[config.mk]
export PLATFORM = sky130hd
export DESIGN_NAME = pipe_ctrl_flat
export DESIGN_NICKNAME = d
export VERILOG_FILES = /design/src/rtl/pipe_pkg.sv /design/src/rtl/pipe_ctrl_if.sv /design/src/rtl/pipe_ctrl_mc_timer.sv /design/src/rtl/pipe_ctrl.sv /design/src/flat_wrapper.sv
export SDC_FILE = /design/constraint.sdc
export NUM_CORES = 1
export LEC_CHECK = 0
export ABC_AREA = 1
export BUFFER_PORTS_ARGS = -buffer_cell sky130_fd_sc_hd__buf_2
export CAP_MARGIN = 20
export CELL_PAD_IN_SITES_DETAIL_PLACEMENT = 1
export CELL_PAD_IN_SITES_GLOBAL_PLACEMENT = 2
export CORE_ASPECT_RATIO = 1.1
export CORE_MARGIN = 2
export CORE_UTILIZATION = 30
export CTS_BUF_LIST = sky130_fd_sc_hd__clkbuf_4
export DETAILED_ROUTE_END_ITERATION = 12
export PLACE_DENSITY_LB_ADDON = 0.2
export SYNTH_ARGS = -nofsm -noshare
export SYNTH_HDL_FRONTEND = slang
export SYNTH_SLANG_ARGS = --single-unit
[constraint.sdc]
create_clock -name clk -period 2.4 [get_ports clk]
set_input_delay 0.6 -clock clk [delete_from_list [all_inputs] [get_ports clk]]
set_output_delay 0.6 -clock clk [all_outputs]
set_load 0.02 [all_outputs]
[src/rtl/pipe_pkg.sv]
// Shared encodings for the pipeline hazard controller: next-PC select,
// FSM state codes and the bundled control-output record.
package pipe_pkg;

  typedef logic [1:0] pc_sel_t;

  localparam pc_sel_t PC_SEQ  = 2'b00;
  localparam pc_sel_t PC_BR   = 2'b01;
  localparam pc_sel_t PC_TRAP = 2'b10;

  localparam logic [0:0] ST_RUN     = 1'b0;
  localparam logic [0:0] ST_MC_WAIT = 1'b1;

  typedef struct packed {
    logic    pc_en;
    logic    if_id_en;
    logic    id_ex_en;
    logic    ex_mem_en;
    logic    mem_wb_en;
    logic    if_id_flush;
    logic    id_ex_flush;
    logic    ex_mem_flush;
    logic    mem_wb_flush;
    pc_sel_t pc_sel;
    logic    mc_busy;
    logic    mc_done;
  } ctrl_t;

  localparam ctrl_t CTRL_OFF = '0;

  // Free-running pipeline: everything advances, nothing is flushed.
  function automatic ctrl_t ctrl_run();
    ctrl_t c;
    c           = CTRL_OFF;
    c.pc_en     = 1'b1;
    c.if_id_en  = 1'b1;
    c.id_ex_en  = 1'b1;
    c.ex_mem_en = 1'b1;
    c.mem_wb_en = 1'b1;
    return c;
  endfunction

endpackage

[src/rtl/pipe_ctrl_if.sv]
// Hazard inputs from the datapath and stall/flush/redirect controls back to it.
interface pipe_ctrl_if;
  import pipe_pkg::*;

  logic    lu_hazard;
  logic    br_taken;
  logic    trap;
  logic    mc_start;
  logic    mem_req;
  logic    mem_ready;

  logic    pc_en;
  logic    if_id_en;
  logic    id_ex_en;
  logic    ex_mem_en;
  logic    mem_wb_en;
  logic    if_id_flush;
  logic    id_ex_flush;
  logic    ex_mem_flush;
  logic    mem_wb_flush;
  pc_sel_t pc_sel;
  logic    mc_busy;
  logic    mc_done;

  modport master (
    output lu_hazard, br_taken, trap, mc_start, mem_req, mem_ready,
    input  pc_en, if_id_en, id_ex_en, ex_mem_en, mem_wb_en,
           if_id_flush, id_ex_flush, ex_mem_flush, mem_wb_flush,
           pc_sel, mc_busy, mc_done
  );

  modport slave (
    input  lu_hazard, br_taken, trap, mc_start, mem_req, mem_ready,
    output pc_en, if_id_en, id_ex_en, ex_mem_en, mem_wb_en,
           if_id_flush, id_ex_flush, ex_mem_flush, mem_wb_flush,
           pc_sel, mc_busy, mc_done
  );
endinterface

[src/rtl/pipe_ctrl_mc_timer.sv]
// Loadable down-counter for the multi-cycle unit; saturates at zero and
// exposes a zero flag. Clear wins over load, load wins over decrement.
module mc_timer #(
  parameter int CNT_W = 8
) (
  input  logic             clk,
  input  logic             rst,
  input  logic             clr,
  input  logic             load,
  input  logic [CNT_W-1:0] load_val,
  input  logic             dec,
  output logic [CNT_W-1:0] cnt,
  output logic             zero
);

  // NOTE: non-blocking assignment so every flop samples pre-edge values.
  always_ff @(posedge clk or negedge rst) begin
    if (!rst)                     cnt <= '0;
    else if (clr)                 cnt <= '0;
    else if (load)                cnt <= load_val;
    else if (dec && cnt != '0)    cnt <= cnt - CNT_W'(1);
  end

  assign zero = (cnt == '0);

endmodule

[src/rtl/pipe_ctrl.sv]
// Pipeline hazard controller: resolves trap, memory stall, multi-cycle wait,
// branch and load-use events into PC/pipeline-register enables and flushes.
module pipe_ctrl
  import pipe_pkg::*;
#(
  parameter int MC_CYCLES = 32,
  parameter int CNT_W     = 8
) (
  input  logic      clk,
  input  logic      rst,
  pipe_ctrl_if.slave bus
);

  localparam logic [CNT_W-1:0] MC_LOAD = CNT_W'(MC_CYCLES - 1);

  logic [0:0]       state;
  logic [0:0]       state_nxt;
  logic [CNT_W-1:0] cnt;
  logic             cnt_zero;
  logic             mem_stall;
  logic             mc_load;
  ctrl_t            c;

  assign mem_stall = bus.mem_req && !bus.mem_ready;
  assign mc_load   = (state == ST_RUN) && bus.mc_start && !bus.trap && !mem_stall;

  mc_timer #(.CNT_W(CNT_W)) u_mc_timer (
    .clk      (clk),
    .rst      (rst),
    .clr      (bus.trap),
    .load     (mc_load),
    .load_val (MC_LOAD),
    .dec      (state == ST_MC_WAIT),
    .cnt      (cnt),
    .zero     (cnt_zero)
  );

  always_ff @(posedge clk or negedge rst) begin
    if (!rst) state <= ST_RUN;
    else      state <= state_nxt;
  end

  // NOTE: every field gets a default before any branch, so no latch is inferred.
  always_comb begin
    state_nxt = state;
    c         = ctrl_run();

    if (bus.trap) begin
      c.pc_sel       = PC_TRAP;
      c.if_id_flush  = 1'b1;
      c.id_ex_flush  = 1'b1;
      c.ex_mem_flush = 1'b1;
      state_nxt      = ST_RUN;
    end else if (mem_stall) begin
      c.pc_en        = 1'b0;
      c.if_id_en     = 1'b0;
      c.id_ex_en     = 1'b0;
      c.ex_mem_en    = 1'b0;
      c.mem_wb_flush = 1'b1;
      c.mc_busy      = (state == ST_MC_WAIT);
    end else if (state == ST_MC_WAIT) begin
      if (cnt_zero) begin
        c.mc_done = 1'b1;
        state_nxt = ST_RUN;
      end else begin
        c.pc_en        = 1'b0;
        c.if_id_en     = 1'b0;
        c.id_ex_en     = 1'b0;
        c.ex_mem_flush = 1'b1;
        c.mc_busy      = 1'b1;
      end
    end else begin
      if (bus.br_taken) begin
        c.pc_sel      = PC_BR;
        c.if_id_flush = 1'b1;
        c.id_ex_flush = 1'b1;
      end else if (bus.lu_hazard) begin
        c.pc_en       = 1'b0;
        c.if_id_en    = 1'b0;
        c.id_ex_flush = 1'b1;
      end
      if (bus.mc_start) state_nxt = ST_MC_WAIT;
    end

    // Held in reset: the pipeline is frozen and nothing is redirected.
    if (!rst) c = CTRL_OFF;
  end

  assign bus.pc_en        = c.pc_en;
  assign bus.if_id_en     = c.if_id_en;
  assign bus.id_ex_en     = c.id_ex_en;
  assign bus.ex_mem_en    = c.ex_mem_en;
  assign bus.mem_wb_en    = c.mem_wb_en;
  assign bus.if_id_flush  = c.if_id_flush;
  assign bus.id_ex_flush  = c.id_ex_flush;
  assign bus.ex_mem_flush = c.ex_mem_flush;
  assign bus.mem_wb_flush = c.mem_wb_flush;
  assign bus.pc_sel       = c.pc_sel;
  assign bus.mc_busy      = c.mc_busy;
  assign bus.mc_done      = c.mc_done;

endmodule

[src/flat_wrapper.sv]
// flat-port wrapper written by rule: the top's interface ports become plain ports
module pipe_ctrl_flat import pipe_pkg::*;
#(
  parameter int MC_CYCLES = 32,
  parameter int CNT_W     = 8
)
  (clk, rst, bus_lu_hazard, bus_br_taken, bus_trap, bus_mc_start, bus_mem_req, bus_mem_ready, bus_pc_en, bus_if_id_en, bus_id_ex_en, bus_ex_mem_en, bus_mem_wb_en, bus_if_id_flush, bus_id_ex_flush, bus_ex_mem_flush, bus_mem_wb_flush, bus_pc_sel, bus_mc_busy, bus_mc_done);
  pipe_ctrl_if bus_i ();
  input  logic clk;
  input  logic rst;
  input wire logic [$bits(bus_i.lu_hazard)-1:0] bus_lu_hazard;
  input wire logic [$bits(bus_i.br_taken)-1:0] bus_br_taken;
  input wire logic [$bits(bus_i.trap)-1:0] bus_trap;
  input wire logic [$bits(bus_i.mc_start)-1:0] bus_mc_start;
  input wire logic [$bits(bus_i.mem_req)-1:0] bus_mem_req;
  input wire logic [$bits(bus_i.mem_ready)-1:0] bus_mem_ready;
  output wire logic [$bits(bus_i.pc_en)-1:0] bus_pc_en;
  output wire logic [$bits(bus_i.if_id_en)-1:0] bus_if_id_en;
  output wire logic [$bits(bus_i.id_ex_en)-1:0] bus_id_ex_en;
  output wire logic [$bits(bus_i.ex_mem_en)-1:0] bus_ex_mem_en;
  output wire logic [$bits(bus_i.mem_wb_en)-1:0] bus_mem_wb_en;
  output wire logic [$bits(bus_i.if_id_flush)-1:0] bus_if_id_flush;
  output wire logic [$bits(bus_i.id_ex_flush)-1:0] bus_id_ex_flush;
  output wire logic [$bits(bus_i.ex_mem_flush)-1:0] bus_ex_mem_flush;
  output wire logic [$bits(bus_i.mem_wb_flush)-1:0] bus_mem_wb_flush;
  output wire logic [$bits(bus_i.pc_sel)-1:0] bus_pc_sel;
  output wire logic [$bits(bus_i.mc_busy)-1:0] bus_mc_busy;
  output wire logic [$bits(bus_i.mc_done)-1:0] bus_mc_done;
  assign bus_i.lu_hazard = bus_lu_hazard;
  assign bus_i.br_taken = bus_br_taken;
  assign bus_i.trap = bus_trap;
  assign bus_i.mc_start = bus_mc_start;
  assign bus_i.mem_req = bus_mem_req;
  assign bus_i.mem_ready = bus_mem_ready;
  assign bus_pc_en = bus_i.pc_en;
  assign bus_if_id_en = bus_i.if_id_en;
  assign bus_id_ex_en = bus_i.id_ex_en;
  assign bus_ex_mem_en = bus_i.ex_mem_en;
  assign bus_mem_wb_en = bus_i.mem_wb_en;
  assign bus_if_id_flush = bus_i.if_id_flush;
  assign bus_id_ex_flush = bus_i.id_ex_flush;
  assign bus_ex_mem_flush = bus_i.ex_mem_flush;
  assign bus_mem_wb_flush = bus_i.mem_wb_flush;
  assign bus_pc_sel = bus_i.pc_sel;
  assign bus_mc_busy = bus_i.mc_busy;
  assign bus_mc_done = bus_i.mc_done;
  pipe_ctrl #(.MC_CYCLES(MC_CYCLES), .CNT_W(CNT_W)) u_core (.clk(clk), .rst(rst), .bus(bus_i));
endmodule
======== After elaboration in Yosys (flattened, before gate mapping) ========
Cells that the tools add are included.
cells by class
  add/subtract/negate cells ............... 1
  multiply operators ...................... 0
  div/mod/pow operators ................... 0
  order comparisons ....................... 0
  equality and inequality tests ........... 1
  shift-type cells ........................ 0
  muxes and demuxes ....................... 35
  bitwise operators ....................... 1
  reductions and logical operators ........ 11
operators with widths
  operator                                           number
  two-way mux 8 bit                                  3
  two-way mux 2 bit                                  9
  two-way mux 1 bit                                  17
  two-way mux 13 bit                                 1
  two-way mux 3 bit                                  4
  logical NOT 8 bit                                  1
  nonzero test 8 bit                                 1
  subtractor 8 x 1 -> 8 bit (second input constant)  1
  logical AND 1 bit                                  5
  two-way mux 4 bit                                  1
  logical NOT 1 bit                                  3
  nonzero test 3 bit                                 1
  inequality test 2 bit (second input constant)      1
  NOT 1 bit                                          1
word-level totals
  register bits after elaboration ......... 9
  bits in latches ......................... 0
  memory bits (writable) .................. 0
  ROM bits ................................ 0
  bits of input ports ..................... 8
  output and inout port bits .............. 13
  word-level logic and storage cells ...... 51
  memories kept ........................... 0

======== Logic depth before layout (Yosys ltp) ========
  depth in word-level cells ............... 6
  depth in mapped cells ................... 9
  mapped depth without buffers ............ 9

======== Hierarchy ========
Synthesis repeated with hierarchy kept, for this count alone.
unflattened totals
  cell total of the unflattened synthesis .. 127
  area, all modules ....................... 803.3 um^2
by module, submodules not included
  module     times used  cells each  area an instance (um^2)  sequential area each (um^2)
  mc_timer   1           90          613.1                    200.2
  pipe_ctrl  1           37          190.2                    25.0

======== Worst setup path after synthesis ========
OpenSTA, ideal clock, no wires.
  path kind ............................... in2out
  start ................................... input port bus_trap
  end ..................................... output port bus_pc_en
  data arrival time ....................... 1718 ps
  required time ........................... 1800 ps
  path slack .............................. 82 ps
  stages .................................. 8
  buffers on the path ..................... 2
  path through ............................ buf_4 -> inv_2 -> nand2_1 -> nand2_1 -> inv_2 -> o21ai_2 -> nor2_1 -> buf_4
on the way
  cells in the longest elaborated chain, start to end .. 2
RTL lines
  what                line                text
  start: declaration  flat_wrapper.sv:13  input wire logic [$bits(bus_i.trap)-1:0] bus_trap;
  two-way mux 4 bit   pipe_ctrl.sv:48     if (bus.trap) begin
  two-way mux 13 bit  pipe_ctrl.sv:86     if (!rst) c = CTRL_OFF;
  end: declaration    flat_wrapper.sv:17  output wire logic [$bits(bus_i.pc_en)-1:0] bus_pc_en;
No other way between the ends.

======== Worst setup path after layout ========
  start ................................... register u_core.u_mc_timer.cnt[0]
  end ..................................... output port bus_if_id_en
on the way
  cells in the longest elaborated chain, start to end .. 6
RTL lines
  what                      line                      text
  start: declaration        pipe_ctrl_mc_timer.sv:12  output logic [CNT_W-1:0] cnt,
  start signal: assignment  pipe_ctrl_mc_timer.sv:20  else if (load) cnt <= load_val;
  start signal: assignment  pipe_ctrl_mc_timer.sv:21  else if (dec && cnt != '0) cnt <= cnt - CNT_W'(1);
  logical NOT 8 bit         pipe_ctrl_mc_timer.sv:24  assign zero = (cnt == '0);
  two-way mux 3 bit         pipe_ctrl.sv:62           if (cnt_zero) begin
  two-way mux 2 bit         pipe_ctrl.sv:61           end else if (state == ST_MC_WAIT) begin
  two-way mux 3 bit         pipe_ctrl.sv:54           end else if (mem_stall) begin
  two-way mux 4 bit         pipe_ctrl.sv:48
  two-way mux 13 bit        pipe_ctrl.sv:86
  end: declaration          flat_wrapper.sv:18        output wire logic [$bits(bus_i.if_id_en)-1:0] bus_if_id_en;
No other way between the ends.

==> results.json <==
{
  "status": "complete, no violations",
  "grt_use_total_pct": 16.1,
  "layout.nets": 149,
  "leakagePower_nw": 0.553,
  "grt_pass1_wl_mm": 3.75,
  "coreArea_um2": 2700,
  "pwr-share-clk_pct": 17.5,
  "grt_start_max_net_pins": 11,
  "path_buf_inv": 3,
  "power.internal_mw": 0.416,
  "finalCritPeriodShare_pct": 94.2,
  "drive_above_1_share_pct": 38.8,
  "dieWidth_um": 54.4,
  "worst_ep_arrival_time_ps": 1660,
  "setup_viol_count_final": 0,
  "power_density_nw_per_um2": 770,
  "maxSlewHeadroom_pct": 61.2,
  "synth_warnings": 0,
  "cap_viol_max_count": 0,
  "final-max-slew-violation-count": 0,
  "path_clk_slew_ps": 70,
  "crit_chain": "inv_1, ha_4, nand2_2, inv_2, nand2_4, nand2_8, o21ai_2, nor2_2, buf_4",
  "syn_to_final_growth_pct": 21.5,
  "setup_tns_ps": 0,
  "grt_antenna_before_repair": 0,
  "worstSetupPathType": "flip-flop to output pin",
  "avgViaCountPerCell": 4.66,
  "ir_drop_mv": 0.342,
  "grt_overflow_total": 0,
  "cts-root-buf": "clkbuf_4",
  "routed_wl_mm": 2.27,
  "pin_count": 21,
  "final_area_um2": 1020,
  "dpl.hpwl_mm": 1.84,
  "antenna_left": 0,
  "crit_start": "u_core.u_mc_timer.cnt[0]$_DFFE_PN0P_",
  "period_needed_ps": 2260,
  "ys_types": 24,
  "critPathLaunchType": "flip-flop",
  "finalHoldViolations": 0,
  "insertion_delay_ps": 270,
  "multiInputGateArea_um2": 519,
  "cts_htree_levels": 1,
  "start_util_pct": 31.0,
  "cp_max_fo": 6,
  "critical_path.max_stage_delay_ps": 370,
  "rsz0062_at_grt": "no",
  "drt-wirelength-per-cell_um": 13.2,
  "timing.rr.start": "u_core.state$_DFFE_PN0P_",
  "syn_nets": 125,
  "max_freq_ghz": 0.442,
  "gp_congestion": 0.714,
  "worst_pin_slew_ps": 581,
  "cts_tree": "done",
  "fillers": 348,
  "seq_area_frac_synth_pct": 26.9,
  "syn_area_um2": 838,
  "clock_skew_ps": 1.66,
  "cp.required_ps": 1800,
  "hp-class": "primary input to async pin",
  "rows": 20,
  "comb_power_share_pct": 52.6,
  "drc": 0,
  "cts_inserted_buffers": 3,
  "io_buffers": 20,
  "die_h_um": 59.4,
  "antenna_cells": 0,
  "drt_iter0_drc": 17,
  "place_area_um2": 961,
  "p_sw_mw": 0.368,
  "synth_cells": 116,
  "clock_path_buffers": 2,
  "cts.sinks": 9,
  "vias": 802,
  "crit_path_top_delay_cell": "dfrtp_1",
  "dr.pass1.iters": 2,
  "critical-path-top-delay-family": "flip-flops",
  "place_inst": 167,
  "ys_ff_latch": 9,
  "instances_no_fill": 172,
  "grt_pass1_vias": 808,
  "end_kind": "output pin",
  "swShare_pct": 47.0,
  "syn_area_per_cell_um2": 7.23,
  "regArea_um2": 225,
  "p_seq_share_pct": 29.9,
  "dieArea_um2": 3230,
  "holdWs_ps": 349
}
metal layers:
metal | up-vias | global-route usage, % | share of wire [%] | routed length, um
li1 | 414 | - | - | -
met1 | 366 | 20.4 | 45 | 1030
met2 | 18 | 27.0 | 49 | 1120
met3 | 4 | 3.54 | 4.1 | 94
met4 | 0 | 4.29 | 1.2 | 27
met5 | - | 0 | 0 | 0
what timing repair did:
| action | CTS | global route |
|---|---|---|
| gates cloned | 0 | 0 |
| endpoints found under the setup margin | 2 | 3 |
| resized for setup | 0 | 6 |
| hold buffers | 0 | 0 |
| buffers inserted | 1 | 0 |
cells in the mapped netlist:
library cell	count	area share [%]
o21ai_2	3	3.1
nor2_8	3	7.2
buf_4	3	2.7
nand2_1	28	13
nand2_2	1	0.75
nor2_1	14	6.3
nand2_4	3	4.0
inv_2	7	3.1
ha_1	1	1.5
a21oi_2	1	1.0
o21ai_1	3	1.8
a21oi_1	5	3.0
inv_1	9	4.0
nand2_8	2	4.8
dfrtp_1	9	27
nand4_1	3	2.2
buf_6	1	1.3
inv_8	1	1.3
clkinv_1	1	0.45
nor3_1	1	0.60
nor2_2	3	2.2
nand3b_1	1	0.90
xnor2_1	1	1.0
nand3_1	12	7.2
registers in the layout, indices dropped and copies added (netlist names):
| name | cells |
|---|---|
| u_core.u_mc_timer.cnt | 8 |
| u_core.state | 1 |
worst register-to-register path, stage by stage (launching register included):
cell and delay, ps:
dfrtp_1 710, inv_8 60, nand2_4 100, nor2_8 60, nor2_8 180, nand2_8 90, nand2_1 100, o21ai_2 50
cells by family (layout without fill, tap and decap cells):
family          after synthesis  in the layout  synth area share, %
compound gates               12             12                 8.95
xor+xnor                      1              1                 1.04
fa+ha+maj                     1              1                 1.49
buf+inv                      22             45                 13.0
flops                         9              9                 26.9
simple gates                 71             71                 48.7
power by group through the flow:
stage,Combinational [mW],Clock [mW],Sequential (mW)
after global routing,0.467,0.149,0.238
final,0.412,0.137,0.234
after floorplan,0.321,0,0.216
after detailed placement,0.394,0,0.236
after global placement,0.389,0,0.235
after CTS,0.403,0.143,0.231
through the flow:
step | total power [mW] | util (%) | worst slack, ps
2_1_floorplan | 0.537 | - | 82.3
5_1_grt | 0.855 | 37.7 | 32.4
4_1_cts | 0.777 | 36.9 | 18.0
3_5_place_dp | 0.630 | 35.6 | 220
3_3_place_gp | 0.624 | 35.6 | 292
6_report | 0.784 | 37.7 | 140
final timing paths:
check                                                       endpoint  slack, ps  cells past startpoint
worst max-delay path                                    bus_if_id_en        140                      9
worst min-delay path            u_core.u_mc_timer.cnt[6]$_DFFE_PN0P_        350                      2
worst max register to register  u_core.u_mc_timer.cnt[0]$_DFFE_PN0P_        950                      7
worst min register to register  u_core.u_mc_timer.cnt[1]$_DFFE_PN0P_        590                      2
max in group asynchronous       u_core.u_mc_timer.cnt[1]$_DFFE_PN0P_       1900                      2
min in group clk                u_core.u_mc_timer.cnt[1]$_DFFE_PN0P_        590                      2
area by class of cell:
type,count,share of cell area (%)
multi-input cells,85,51.0
flip-flops and latches,9,22.1
repair buffers,23,12.5
inverters,18,7.37
well taps,33,4.05
clock buffers,4,2.95
cells in the final DEF, fill, tap and decap left out, types with 4 or more instances in the layout:
| cell | netlist | final |
|---|---|---|
| inv_2 | 7 | 8 |
| a21oi_1 | 5 | 5 |
| buf_2 | 0 | 18 |
| inv_1 | 9 | 8 |
| nand2_1 | 28 | 28 |
| nor2_1 | 14 | 13 |
| dfrtp_1 | 9 | 9 |
| clkbuf_4 | 0 | 4 |
| buf_4 | 3 | 5 |
| nor2_2 | 3 | 4 |
| nand3_1 | 12 | 12 |
Power figures use the tool's default switching activity.
